[src/rtl/counter_pkg.sv]
// rtl/counter_pkg.sv - shared constants, operation type and parameter check for the modulo counter
package counter_pkg;

  // Direction encoding on the up input.
  localparam logic DIR_UP   = 1'b1;
  localparam logic DIR_DOWN = 1'b0;

  // Values of the SATURATE parameter.
  localparam int MODE_WRAP = 0;
  localparam int MODE_SAT  = 1;

  // Operation chosen on an edge, listed lowest to highest priority.
  typedef enum logic [1:0] {
    OP_HOLD,
    OP_COUNT,
    OP_LOAD,
    OP_CLEAR
  } op_e;

  // A modulus is legal when 2 <= modulus <= 2**width.
  function automatic bit modulus_legal(int width, int modulus);
    if (width < 1 || modulus < 2) return 1'b0;
    if (width >= 31) return 1'b1;
    return modulus <= (1 << width);
  endfunction

endpackage

[src/rtl/mod_counter_next.sv]
// rtl/mod_counter_next.sv - combinational next count and boundary flag for a modulo counter
// Ports:
//   count_i    current count (always 0..MODULUS-1)
//   up_i       direction, DIR_UP increments
//   cnt_i      count enable
//   next_o     count after this edge if counting is the selected operation
//   boundary_o high when counting at the terminal value of the current direction
module mod_counter_next
  import counter_pkg::*;
#(
  parameter int WIDTH    = 4,
  parameter int MODULUS  = 10,
  parameter int SATURATE = MODE_WRAP
) (
  input  logic [WIDTH-1:0] count_i,
  input  logic             up_i,
  input  logic             cnt_i,
  output logic [WIDTH-1:0] next_o,
  output logic             boundary_o
);

  // Top value compared with one extra bit so MODULUS == 2**WIDTH still works.
  localparam logic [WIDTH:0]   TOP_EXT = (WIDTH+1)'(MODULUS - 1);
  localparam logic [WIDTH-1:0] TOP     = WIDTH'(MODULUS - 1);

  logic at_top;
  logic at_bottom;
  logic at_end;

  assign at_top     = ({1'b0, count_i} == TOP_EXT);
  assign at_bottom  = (count_i == '0);
  assign at_end     = (up_i == DIR_UP) ? at_top : at_bottom;
  assign boundary_o = cnt_i & at_end;

  // Away from the ends the +/-1 cannot leave 0..MODULUS-1, so no modulo is needed.
  always_comb begin
    next_o = count_i;
    if (cnt_i) begin
      if (at_end) begin
        if (SATURATE != MODE_SAT) begin
          next_o = (up_i == DIR_UP) ? '0 : TOP;
        end
      end else begin
        next_o = (up_i == DIR_UP) ? count_i + WIDTH'(1) : count_i - WIDTH'(1);
      end
    end
  end

endmodule

[src/rtl/mod_counter_fsm.sv]
// rtl/mod_counter_fsm.sv - parametrised modulo-N up/down counter with load, clear and event pulses
// Ports:
//   clock, reset   rising-edge clock, asynchronous active-high reset
//   cnt, up        count enable and direction
//   load           synchronous load of load_value (out-of-range loads clamp to MODULUS-1)
//   clear          synchronous clear, highest priority
//   count          registered state
//   y              count == MODULUS-1
//   tc             terminal value for the current direction
//   wrap           pulse the cycle after a counting edge at the terminal value
//   load_err       pulse the cycle after an out-of-range load
module mod_counter_fsm
  import counter_pkg::*;
#(
  parameter int WIDTH    = 4,
  parameter int MODULUS  = 10,
  parameter int SATURATE = MODE_WRAP
) (
  input  logic             clock,
  input  logic             reset,
  input  logic             cnt,
  input  logic             up,
  input  logic             load,
  input  logic [WIDTH-1:0] load_value,
  input  logic             clear,
  output logic [WIDTH-1:0] count,
  output logic             y,
  output logic             tc,
  output logic             wrap,
  output logic             load_err
);

  if (!modulus_legal(WIDTH, MODULUS)) begin : g_bad_modulus
    $error("mod_counter_fsm: MODULUS must satisfy 2 <= MODULUS <= 2**WIDTH");
  end

  localparam logic [WIDTH:0]   MOD_EXT = (WIDTH+1)'(MODULUS);
  localparam logic [WIDTH-1:0] TOP     = WIDTH'(MODULUS - 1);

  logic [WIDTH-1:0] count_q, count_d;
  logic             wrap_q, wrap_d;
  logic             load_err_q, load_err_d;
  logic [WIDTH-1:0] next_count;
  logic             boundary;
  logic             load_in_range;
  op_e              op;

  mod_counter_next #(
    .WIDTH   (WIDTH),
    .MODULUS (MODULUS),
    .SATURATE(SATURATE)
  ) u_next (
    .count_i   (count_q),
    .up_i      (up),
    .cnt_i     (cnt),
    .next_o    (next_count),
    .boundary_o(boundary)
  );

  assign load_in_range = ({1'b0, load_value} < MOD_EXT);

  always_comb begin
    op = OP_HOLD;
    if (clear)     op = OP_CLEAR;
    else if (load) op = OP_LOAD;
    else if (cnt)  op = OP_COUNT;
  end

  // Pulses default low so they last exactly one cycle.
  always_comb begin
    count_d    = count_q;
    wrap_d     = 1'b0;
    load_err_d = 1'b0;
    case (op)
      OP_CLEAR: count_d = '0;
      OP_LOAD: begin
        if (load_in_range) begin
          count_d = load_value;
        end else begin
          count_d    = TOP;
          load_err_d = 1'b1;
        end
      end
      OP_COUNT: begin
        count_d = next_count;
        wrap_d  = boundary;
      end
      default: count_d = count_q;
    endcase
  end

  always_ff @(posedge clock or posedge reset) begin
    if (reset) begin
      count_q    <= '0;
      wrap_q     <= 1'b0;
      load_err_q <= 1'b0;
    end else begin
      count_q    <= count_d;
      wrap_q     <= wrap_d;
      load_err_q <= load_err_d;
    end
  end

  assign count    = count_q;
  assign wrap     = wrap_q;
  assign load_err = load_err_q;
  assign y        = (count_q == TOP);
  assign tc       = (up == DIR_UP) ? (count_q == TOP) : (count_q == '0);

endmodule

[config.mk]
export PLATFORM = sky130hd
export DESIGN_NAME = mod_counter_fsm
export DESIGN_NICKNAME = d
export VERILOG_FILES = /design/src/rtl/counter_pkg.sv /design/src/rtl/mod_counter_next.sv /design/src/rtl/mod_counter_fsm.sv
export SDC_FILE = /design/constraint.sdc
export NUM_CORES = 1
export LEC_CHECK = 0
export ABC_AREA = 1
export CAP_MARGIN = 15
export CORE_AREA = 2 2 39 41
export CTS_BUF_LIST = sky130_fd_sc_hd__clkbuf_8
export DETAILED_ROUTE_END_ITERATION = 12
export DIE_AREA = 0 0 41 43
export GPL_TIMING_DRIVEN = 0
export PLACE_DENSITY = 0.76
export SETUP_SLACK_MARGIN = 0.4
export SLEW_MARGIN = 10
export SYNTH_ARGS = -nofsm -noshare
export SYNTH_HDL_FRONTEND = slang
export SYNTH_SLANG_ARGS = --single-unit
[constraint.sdc]
create_clock -name clock -period 1.7 [get_ports clock]
set_input_delay 0.425 -clock clock [delete_from_list [all_inputs] [get_ports clock]]
set_output_delay 0.425 -clock clock [all_outputs]
set_load 0.02 [all_outputs]
==> metrics.md <==
| Metric | Value |
|---|---|
| Status | finished, final reports clean |
| Initial drt markers | 7 |
| Post-route ant nets | 0 |
| Crit path cell chain | nor2_4, inv_2, nor3_4, buf_6 |
| Register area share after synthesis | 0.276 |
| Final Hold Vio Count | 0 |
| Cell taking the most area after synthesis | dfrtp_1 |
| Crit path max fanout | 4 |
| Fraction of layout cells with a size suffix above 1 | 0.529 |
| Max Slew Vio Count | 0 |
| CP required | 1.27 ns |
| Synth warn | 0 |
| Cts-stage hold buffer count | 0 |
| Routed WL | 1320 um |
| Top delay family on crit path | flip-flops |
| Design Area, Final | 945 um2 |
| Crit path from | count[2] |
| Avg Inst Size Synth | 7.24 um2 |
| Syn Std Cell Area | 543 um2 |
| Synth cell types | 20 |
| Crit path DAT | 1.17 ns |
| Gr usage total | 0.179 |
| CP peak stage delay | 0.42 ns |
| Max Clock Freq | 0.629 GHz |
| Area after DPL | 793 um2 |
| Worst hold slack | 0.412 ns |
| CTS root buf | clkbuf_8 |
| Relative slew slack | 0.860 |
| Min cycle time layout | 1.59 ns |
| Top-area cell type share of the netlist area | 0.276 |
| Tot Pwr | 619 uW |
| Dominant cells by area after synthesis | dfrtp_1, nand2_1, ha_1 |
| Core Area | 0.00138 mm2 |
| Worst-Margin Slew | 0.210 ns |
| CTS Buf Count | 3 |
| Wire per inst | 11.0 um |
| Syn_nets | 90 |
| Post-route DRC | 0 |
| Most frequent cells after synthesis | nand2_1, inv_1, dfrtp_1 |
| CTS tree | done |
| NumNets Final | 121 |
| N_diodes | 0 |
| Period utilisation layout | 0.936 |
| Crit path depth | 4 |
| #FFs+latches synth | 6 |
| # IOs | 18 |
| CP Capture Type | output port |
| Max-Cap Viols | 0 |
| DP HPWL | 954 um |
| Leakage | 0.000452 uW |
| RR Endpoint | count[3] |
| Vias in the first global route | 560 |
| Reg2reg setup slack | 0.18 ns |
| DIE HEIGHT | 43 um |
| Final GP Congestion | 0.809 |
| Clk sinks | 6 |
| DR vias | 573 |
| Max Root-Sink Buffers | 2 |
| Synth Flop Type | dfrtp_1 |
| Worst skew pair latency | 0.22 ns |
| Initial Util | 0.392 |
| Clock-pin slew on the worst setup and hold paths | 0.03 ns |
| Worst path slowest cell | dfrtp_2 |
| Final WS setup | 0.109 ns |
| Routed vias/inst | 4.78 |
| Setup violations, final | 0 |
| Worst Reg2Reg Path Length in Cells | 9 |
| Largest net degree at the start of global routing | 7 |
| Non-Filler Instances | 120 |
| Setup crit end | y |
| Post-synth EDFFs | 0 |
| H-tree depth | 1 |
| Die X | 41 um |
| Pre-CTS setup slack | -0.779 ns |
| Initial DRT Pass Iterations | 3 |
| Worst clock skew | 0.00394 ns |
| Cell Pwr Density | 655 mW/mm2 |
| Async SR Flop Fraction | 1.00 |
| First-pass GRT wire length | 2150 um |
| Count leader, synth | nand2_1 |
| Num rows | 14 |
| Antenna violations before repair | 0 |
| CP startpoint kind | register |
| CP bufs+invs | 2 |
| Number of port buffers | 17 |
| RSZ-0062 raised after global routing | yes |
| Die footprint | 0.00176 mm2 |
| Placed insts | 108 |
| Reg2Reg Launch Point | count[2] |
| Worst hold path type | primary input to asynchronous set/reset pin |
| Area grow syn2layout | 74.0% |
| GR Overflow Total | 0 |
| Worst VDD drop | 695 uV |
| Syn Inst Count | 75 |
| Worst setup path category | register to output port |
==> logic make-up after synthesis <==
logic type | Yosys count | synth area share
adder cells (fa/ha/maj) | 5 | 0.129
AO/OA/AOI/OAI | 10 | 0.115
AND/OR/NAND/NOR | 36 | 0.346
buffers and inverters | 17 | 0.118
flip-flops | 6 | 0.276
XOR/XNOR | 1 | 0.0161
==> final cells by class <==
type	count	area [um2]
repair buffers	26	226
fillers	123	439
well taps	16	20.0
clock buffers	3	41.3
flip-flops and latches	6	155
multi-input cells	52	423
inverters	17	78.8
==> layout by cell type, fill, tap and decap left out, types with 2 or more instances in the layout <==
cell,instances
dfrtp_2,4
o21ai_1,2
buf_4,9
buf_6,3
o21ai_2,2
nand2_2,2
nor2_1,3
a21oi_1,3
ha_4,2
inv_2,7
buf_2,4
nand2_4,2
dfrtp_1,2
nand3_1,4
nand3_4,2
nand2_1,16
inv_1,7
nor2_4,4
clkdlybuf4s50_1,5
ha_1,2
clkbuf_8,3
==> layer usage <==
metal | routed length [um] | track usage | up-vias
met5 | 0 | 0 | -
met1 | 523 | 0.198 | 268
met2 | 756 | 0.328 | 12
li1 | - | - | 293
met3 | 44 | 0.0471 | 0
met4 | 0 | 0.0200 | 0
==> power breakdown <==
part / internal (uW) / switching, uW / total (uW) / leakage (uW)
combinational: 116 / 130 / 246 / 0.000355
clock: 151 / 52.2 / 203 / 0.0000216
sequential: 154 / 15.2 / 169 / 0.0000757
==> sequential cells by signal, summed over array words and instances, names as in the netlist <==
name,count
count,4
load_err,1
wrap,1
==> through the flow <==
step,util,setup TNS (ns)
6_report,0.683,0
5_1_grt,0.683,0
4_1_cts,0.625,0
3_5_place_dp,0.573,-2.56
3_3_place_gp,0.573,-2.44
2_1_floorplan,-,0
==> timing repair <==
action | in CTS | in global routing
resized for setup | 49 | 15
pin swaps | 6 | 12
endpoints found under the setup margin | 14 | 10
endpoints found under the hold margin | 0 | 0
setup buffers | 5 | 4
cloned | 0 | 0
==> worst reg2reg max path, cell delays in order, from the launching register on <==
cell and delay, ns:
dfrtp_2 0.42, buf_4 0.16, ha_4 0.21, or2_1 0.22, nand3_1 0.08, nand3_1 0.07, nand2_1 0.08, nand2_1 0.06
nand2_1 0.06, nand2_1 0.04
==> worst min path at each step <==
stage,end,slack [ns],depth (start not counted)
final,wrap,0.41,2
after global routing,wrap,0.45,2
after CTS,wrap,0.41,2
after detailed placement,count[3],0.57,2
after global placement,count[3],0.57,2
after floorplan,load_err,0.22,1
No activity file was read; power rests on OpenSTA's default activity.
